## config.mk

```make
export PLATFORM = sky130hd
export DESIGN_NAME = jtag_ram_write_seq
export DESIGN_NICKNAME = d
export VERILOG_FILES = /design/src/rtl/jtag_ram_write_seq.sv
export SDC_FILE = /design/constraint.sdc
export NUM_CORES = 1
export LEC_CHECK = 0
export ABC_AREA = 0
export CAP_MARGIN = 10
export CORE_AREA = 5 5 126 140
export DETAILED_ROUTE_END_ITERATION = 8
export DIE_AREA = 0 0 131 145
export PLACE_DENSITY_LB_ADDON = 0.08
export SYNTH_ARGS = -nofsm -noshare
export SYNTH_HDL_FRONTEND = slang
export SYNTH_SLANG_ARGS = --single-unit
```

## constraint.sdc

```tcl
create_clock -name clk -period 4.85 [get_ports clk]
set_input_delay 1.2125 -clock clk [delete_from_list [all_inputs] [get_ports clk]]
set_output_delay 1.2125 -clock clk [all_outputs]
set_load 0.02 [all_outputs]
```

## src/rtl/jtag_ram_write_seq.sv

```systemverilog
// jtag_ram_write_seq
//
// Bridges the virtual-JTAG register block into the system clock domain and
// sequences writes into the 64 kB block RAM.
//
// Write side: the asynchronous wram_enable level is synchronized. Each rising
// edge starts one request. The sequencer waits SETTLE cycles so that the
// JTAG-side buses are stable, and then captures address, data and the
// auto-increment flag. It then issues one single-cycle RAM write.
//
// Read side: the read address is registered toward the RAM. Read data is
// registered back toward JTAG, with a bypass when the cycle writes the
// address being read.
//
// Ports:
//   clk, reset          system clock, asynchronous active-high reset
//   wram_enable         async level from jtag_top; each rise = one write request
//   waddr_in, wdata_in  async JTAG write address / data
//   raddr_in            async JTAG read address
//   flags_in            async JTAG flags; bit 13 selects auto-increment addressing
//   clr_status          sync pulse; clears overrun and write_count
//   ram_we/waddr/wdata  RAM write port (address/data registered, strobe one cycle)
//   ram_raddr/rdata     RAM read port (address registered, data combinational)
//   rdata_out           registered read data toward jtag_top
//   write_count         number of completed writes (wraps)
//   overrun             sticky: a request arrived while the sequencer was busy
//   debug               {ram_waddr[3:0], ram_wdata[3:0]} of the last write
module jtag_ram_write_seq #(
  parameter int ADDR_W   = 14,
  parameter int DATA_W   = 32,
  parameter int SYNC_LEN = 3,
  parameter int SETTLE   = 2
) (
  input  logic              clk,
  input  logic              reset,
  input  logic              wram_enable,
  input  logic [DATA_W-1:0] waddr_in,
  input  logic [DATA_W-1:0] wdata_in,
  input  logic [DATA_W-1:0] raddr_in,
  input  logic [DATA_W-1:0] flags_in,
  input  logic              clr_status,
  output logic              ram_we,
  output logic [ADDR_W-1:0] ram_waddr,
  output logic [DATA_W-1:0] ram_wdata,
  output logic [ADDR_W-1:0] ram_raddr,
  input  logic [DATA_W-1:0] ram_rdata,
  output logic [DATA_W-1:0] rdata_out,
  output logic [15:0]       write_count,
  output logic              overrun,
  output logic [7:0]        debug
);

  localparam int CNT_W = (SETTLE > 1) ? $clog2(SETTLE) : 1;

  typedef enum logic [1:0] {
    ST_IDLE,
    ST_SETTLE,
    ST_CAPTURE,
    ST_WRITE
  } state_t;

  state_t             state_reg, state_next;
  logic [CNT_W-1:0]   cnt_reg, cnt_next;
  logic [SYNC_LEN-1:0] sync_reg;
  logic               sync_prev_reg;
  logic [ADDR_W-1:0]  wptr_reg;
  logic               req;
  logic               capture;
  logic               overrun_set;

  // Only the low ADDR_W address bits and flag bit 13 are meaningful.
  logic unused_bits;
  assign unused_bits = ^{waddr_in[DATA_W-1:ADDR_W], raddr_in[DATA_W-1:ADDR_W],
                         flags_in[DATA_W-1:14], flags_in[12:0]};

  // Synchronizer for the asynchronous level. One extra flop gives edge detection.
  always_ff @(posedge clk or posedge reset) begin
    if (reset) begin
      sync_reg      <= '0;
      sync_prev_reg <= 1'b0;
    end else begin
      sync_reg      <= {sync_reg[SYNC_LEN-2:0], wram_enable};
      sync_prev_reg <= sync_reg[SYNC_LEN-1];
    end
  end

  assign req = sync_reg[SYNC_LEN-1] & ~sync_prev_reg;

  always_ff @(posedge clk or posedge reset) begin
    if (reset) begin
      state_reg <= ST_IDLE;
      cnt_reg   <= '0;
    end else begin
      state_reg <= state_next;
      cnt_reg   <= cnt_next;
    end
  end

  // The counter is loaded with SETTLE-1 and counts down to 0 inclusive.
  // As a result, exactly SETTLE cycles are spent in ST_SETTLE.
  always_comb begin
    state_next = state_reg;
    cnt_next   = cnt_reg;
    capture    = 1'b0;
    ram_we     = 1'b0;
    case (state_reg)
      ST_IDLE: begin
        if (req) begin
          state_next = ST_SETTLE;
          cnt_next   = CNT_W'(SETTLE - 1);
        end
      end
      ST_SETTLE: begin
        if (cnt_reg == '0) state_next = ST_CAPTURE;
        else               cnt_next   = cnt_reg - CNT_W'(1);
      end
      ST_CAPTURE: begin
        capture    = 1'b1;
        state_next = ST_WRITE;
      end
      ST_WRITE: begin
        ram_we     = 1'b1;
        state_next = ST_IDLE;
      end
      default: state_next = ST_IDLE;
    endcase
  end

  // A request seen while busy, including during the write cycle, is dropped.
  assign overrun_set = req && (state_reg != ST_IDLE);

  // The capture edge loads the RAM write address and data directly. They are
  // valid during ST_WRITE and hold until the next capture.
  always_ff @(posedge clk or posedge reset) begin
    if (reset) begin
      ram_waddr <= '0;
      ram_wdata <= '0;
      wptr_reg  <= '0;
    end else begin
      if (capture) begin
        ram_waddr <= flags_in[13] ? wptr_reg : waddr_in[ADDR_W-1:0];
        ram_wdata <= wdata_in;
      end
      if (ram_we) wptr_reg <= ram_waddr + ADDR_W'(1);  // wraps modulo 2^ADDR_W
    end
  end

  // A clear in the same cycle as a write wins, so that write is not counted.
  always_ff @(posedge clk or posedge reset) begin
    if (reset) begin
      write_count <= '0;
      overrun     <= 1'b0;
      debug       <= '0;
    end else begin
      if (clr_status)  write_count <= '0;
      else if (ram_we) write_count <= write_count + 16'd1;

      if (clr_status)       overrun <= 1'b0;
      else if (overrun_set) overrun <= 1'b1;

      if (ram_we) debug <= {ram_waddr[3:0], ram_wdata[3:0]};
    end
  end

  // Read path. The RAM has not stored a same-cycle write yet, so that write
  // is forwarded instead.
  always_ff @(posedge clk or posedge reset) begin
    if (reset) begin
      ram_raddr <= '0;
      rdata_out <= '0;
    end else begin
      ram_raddr <= raddr_in[ADDR_W-1:0];
      rdata_out <= (ram_we && (ram_waddr == ram_raddr)) ? ram_wdata : ram_rdata;
    end
  end

endmodule

```

==> out/qor.csv <==
metric;value;unit
slowest_delay;0.71;ns
path_clk_slew;0.06;ns
finalNetCount;818;
synthMuxAreaShare;19.0;%
core-area;16100;um2
num_vias;4099;
gp_congestion;0.738;
syn_area;5820;um2
async_reset_ff_share;100;%
crit_type;reg2out;
antenna_found_initial;1;
leakage;3.70;nW
ant_nets;0;
wl_per_cell;17.5;um
insertedDiodeCount;0;
setup_tns;0;ns
vdd_drop_max;0.000287;V
fin_crit;3.28;ns
syn-instance-count;434;
yosysSeqAreaShare;59.3;%
place_inst;832;
grt_pass1_vias;4442;
cap_violations;0;
synth-edff-count;0;
port-buffer-count;214;
num_rows;49;
htreeDepth;4;
clock_path_buffers;2;
die_w;131;um
nFillCells;1391;
wl;15100;um
cts_tree;yes;
firstDrtPassIters;4;
synth_top_family_by_area;multiplexers;
relSlewSlack;26.7;%
drt_first_iter_violations;165;
cts-root-buf;clkbuf_16;
setup_violations;0;
syn_nets;605;
yosysTopAreaCell;dfrtp_1;
cts_made_buffers;17;
path_cells;ha_2 > clkdlybuf4s50_1;
overflow;0;
clkLatencyLatePin;0.41;ns
endpoint_kind;output port;
dieArea;19000;um2
cts_sinks;138;
grt_first_pass_wirelength;24100;um
tightest_slew;1.10;ns
start_util;36.2;%
synth_flop_cell;dfrtp_1;
synth_compound_area_share;3.40;%
slowest_stage;clkdlybuf4s50_1;
holdBufCountCts;0;
synth_simple_gate_area_share;7.76;%
cellPowerDensity;574;nW/um2
crit_fanout;28;
io_pins;282;
cts-resized-gates;0;
min_path_type;reg2reg;
finClkSkew;0.00689;ns
yosysWarnings;0;
outcome;finished, final reports clean;
synth-adder-area-share;1.51;%
final_cells;863;
grt_max_degree;139;
maxSlewViolCount;0;
worstSetupStartpointType;register;
vias_per_cell;4.75;
multi_input_area;2180;um2
ys_seq_elements;138;
remaining_drc_errors;0;
finalHoldViolCount;0;
post_cts_buffers;0;
regToRegSetupSlack;1.91;ns
fmax;0.305;GHz
syn_to_final_growth;49.9;%
required;3.64;ns
dp_hpwl;10800;um
grt_usage;16.5;%
synthTopCellsByArea;dfrtp_1 59%, mux2_2 8.5%, mux2_4 7.7%, xnor2_1 3.5%, nor2_1 2.8%;
seq_area;3450;um2
largestRegisters;ram_wdata (32), rdata_out (32), write_count (16);
synth_xor_area_share;5.70;%
die-height;145;um
yosysTopAreaCellShare;59.3;%
avgSynthCellArea;13.4;um2
period_share;67.7;%
rsz0062_at_grt;false;
arrival;2.07;ns
drive_gt1_share;17.1;%
ys_types;32;
per-stage QoR:
| stage | total power, mW | worst slack, ns | area [um2] | util, % | hold WS (ns) |
|---|---|---|---|---|---|
| floorplan | 2.85 | 1.92 | 5820 | - | 0.331 |
| global placement | 3.64 | 1.91 | 8100 | 50.4 | 0.334 |
| detailed placement | 3.68 | 1.86 | 8100 | 50.4 | 0.339 |
| CTS | 5.08 | 1.53 | 8720 | 54.3 | 0.352 |
| global route | 5.30 | 1.43 | 8720 | 54.3 | 0.363 |
| finish | 5.00 | 1.57 | 8720 | 54.3 | 0.349 |
kinds of logic after synthesis:
group,Yosys count
compound gates,38
xor+xnor,37
fa+ha+maj,7
buf+inv,30
flops,138
mux,90
simple gates,94
routing by layer:
| layer | up-vias | part of all wire (%) | track usage, % |
|---|---|---|---|
| met1 | 1986 | 40 | 19.6 |
| met2 | 144 | 47 | 24.9 |
| met4 | 2 | 3.3 | 7.61 |
| met5 | - | 0.073 | 0 |
| li1 | 1932 | - | - |
| met3 | 35 | 10 | 8.35 |
final timing paths:
check	startpoint	end	cells past startpoint
min in group asynchronous	reset	debug[5]	3
setup reg to reg	state_reg[0]	rdata_out[12]	4
setup / recovery	state_reg[0]	ram_we	2
max in group asynchronous	reset	write_count[1]	3
hold / removal	sync_reg[0]	sync_reg[1]	0
hold reg to reg	sync_reg[0]	sync_reg[1]	0
synthesized netlist by cell type, drive strengths merged, types with 6 or more instances:
master  number
xnor2       24
nand4       11
mux2        74
ha           7
clkbuf      14
buf          9
nand3       10
mux2i       16
dfrtp      138
xor2        13
a21oi       29
nor2        44
inv          7
o21ai        6
nand2       10
placed cells by master (no fill, tap or decap), drive strengths merged, types with 2 or more instances in the layout:
cell,count
inv,7
xor2,13
nand4,11
ha,7
mux2,74
clkdlybuf4s50,214
clkinvlp,2
dfrtp,138
buf,3
o21ai,6
and4,3
and3,3
clkbuf,20
nor3,2
xnor2,24
nor4,3
nor2,44
clkinv,5
nand3,10
a21oi,29
or3,2
or4,2
mux2i,16
nand2,10
bufinv,4
layout make-up:
type | count | area share [%]
Sequential cell | 138 | 39.6
Multi-Input combinational cell | 266 | 25.0
Clock inverter | 11 | 1.94
Clock buffer | 20 | 5.24
Tap cell | 204 | 2.93
Timing Repair Buffer | 217 | 25.0
Inverter | 7 | 0.344
power by group:
group / total [mW] / internal [mW] / switching (mW)
combinational: 1.83 / 0.950 / 0.877
clock: 1.37 / 0.885 / 0.485
sequential: 1.81 / 1.48 / 0.323
critical path, delay by kind of cell (launching register included):
family	cells	cell delay (ns)
buf+inv	1	0.71
fa+ha+maj	1	0.56
flops	1	0.37
(Power assumes the default switching activity.)
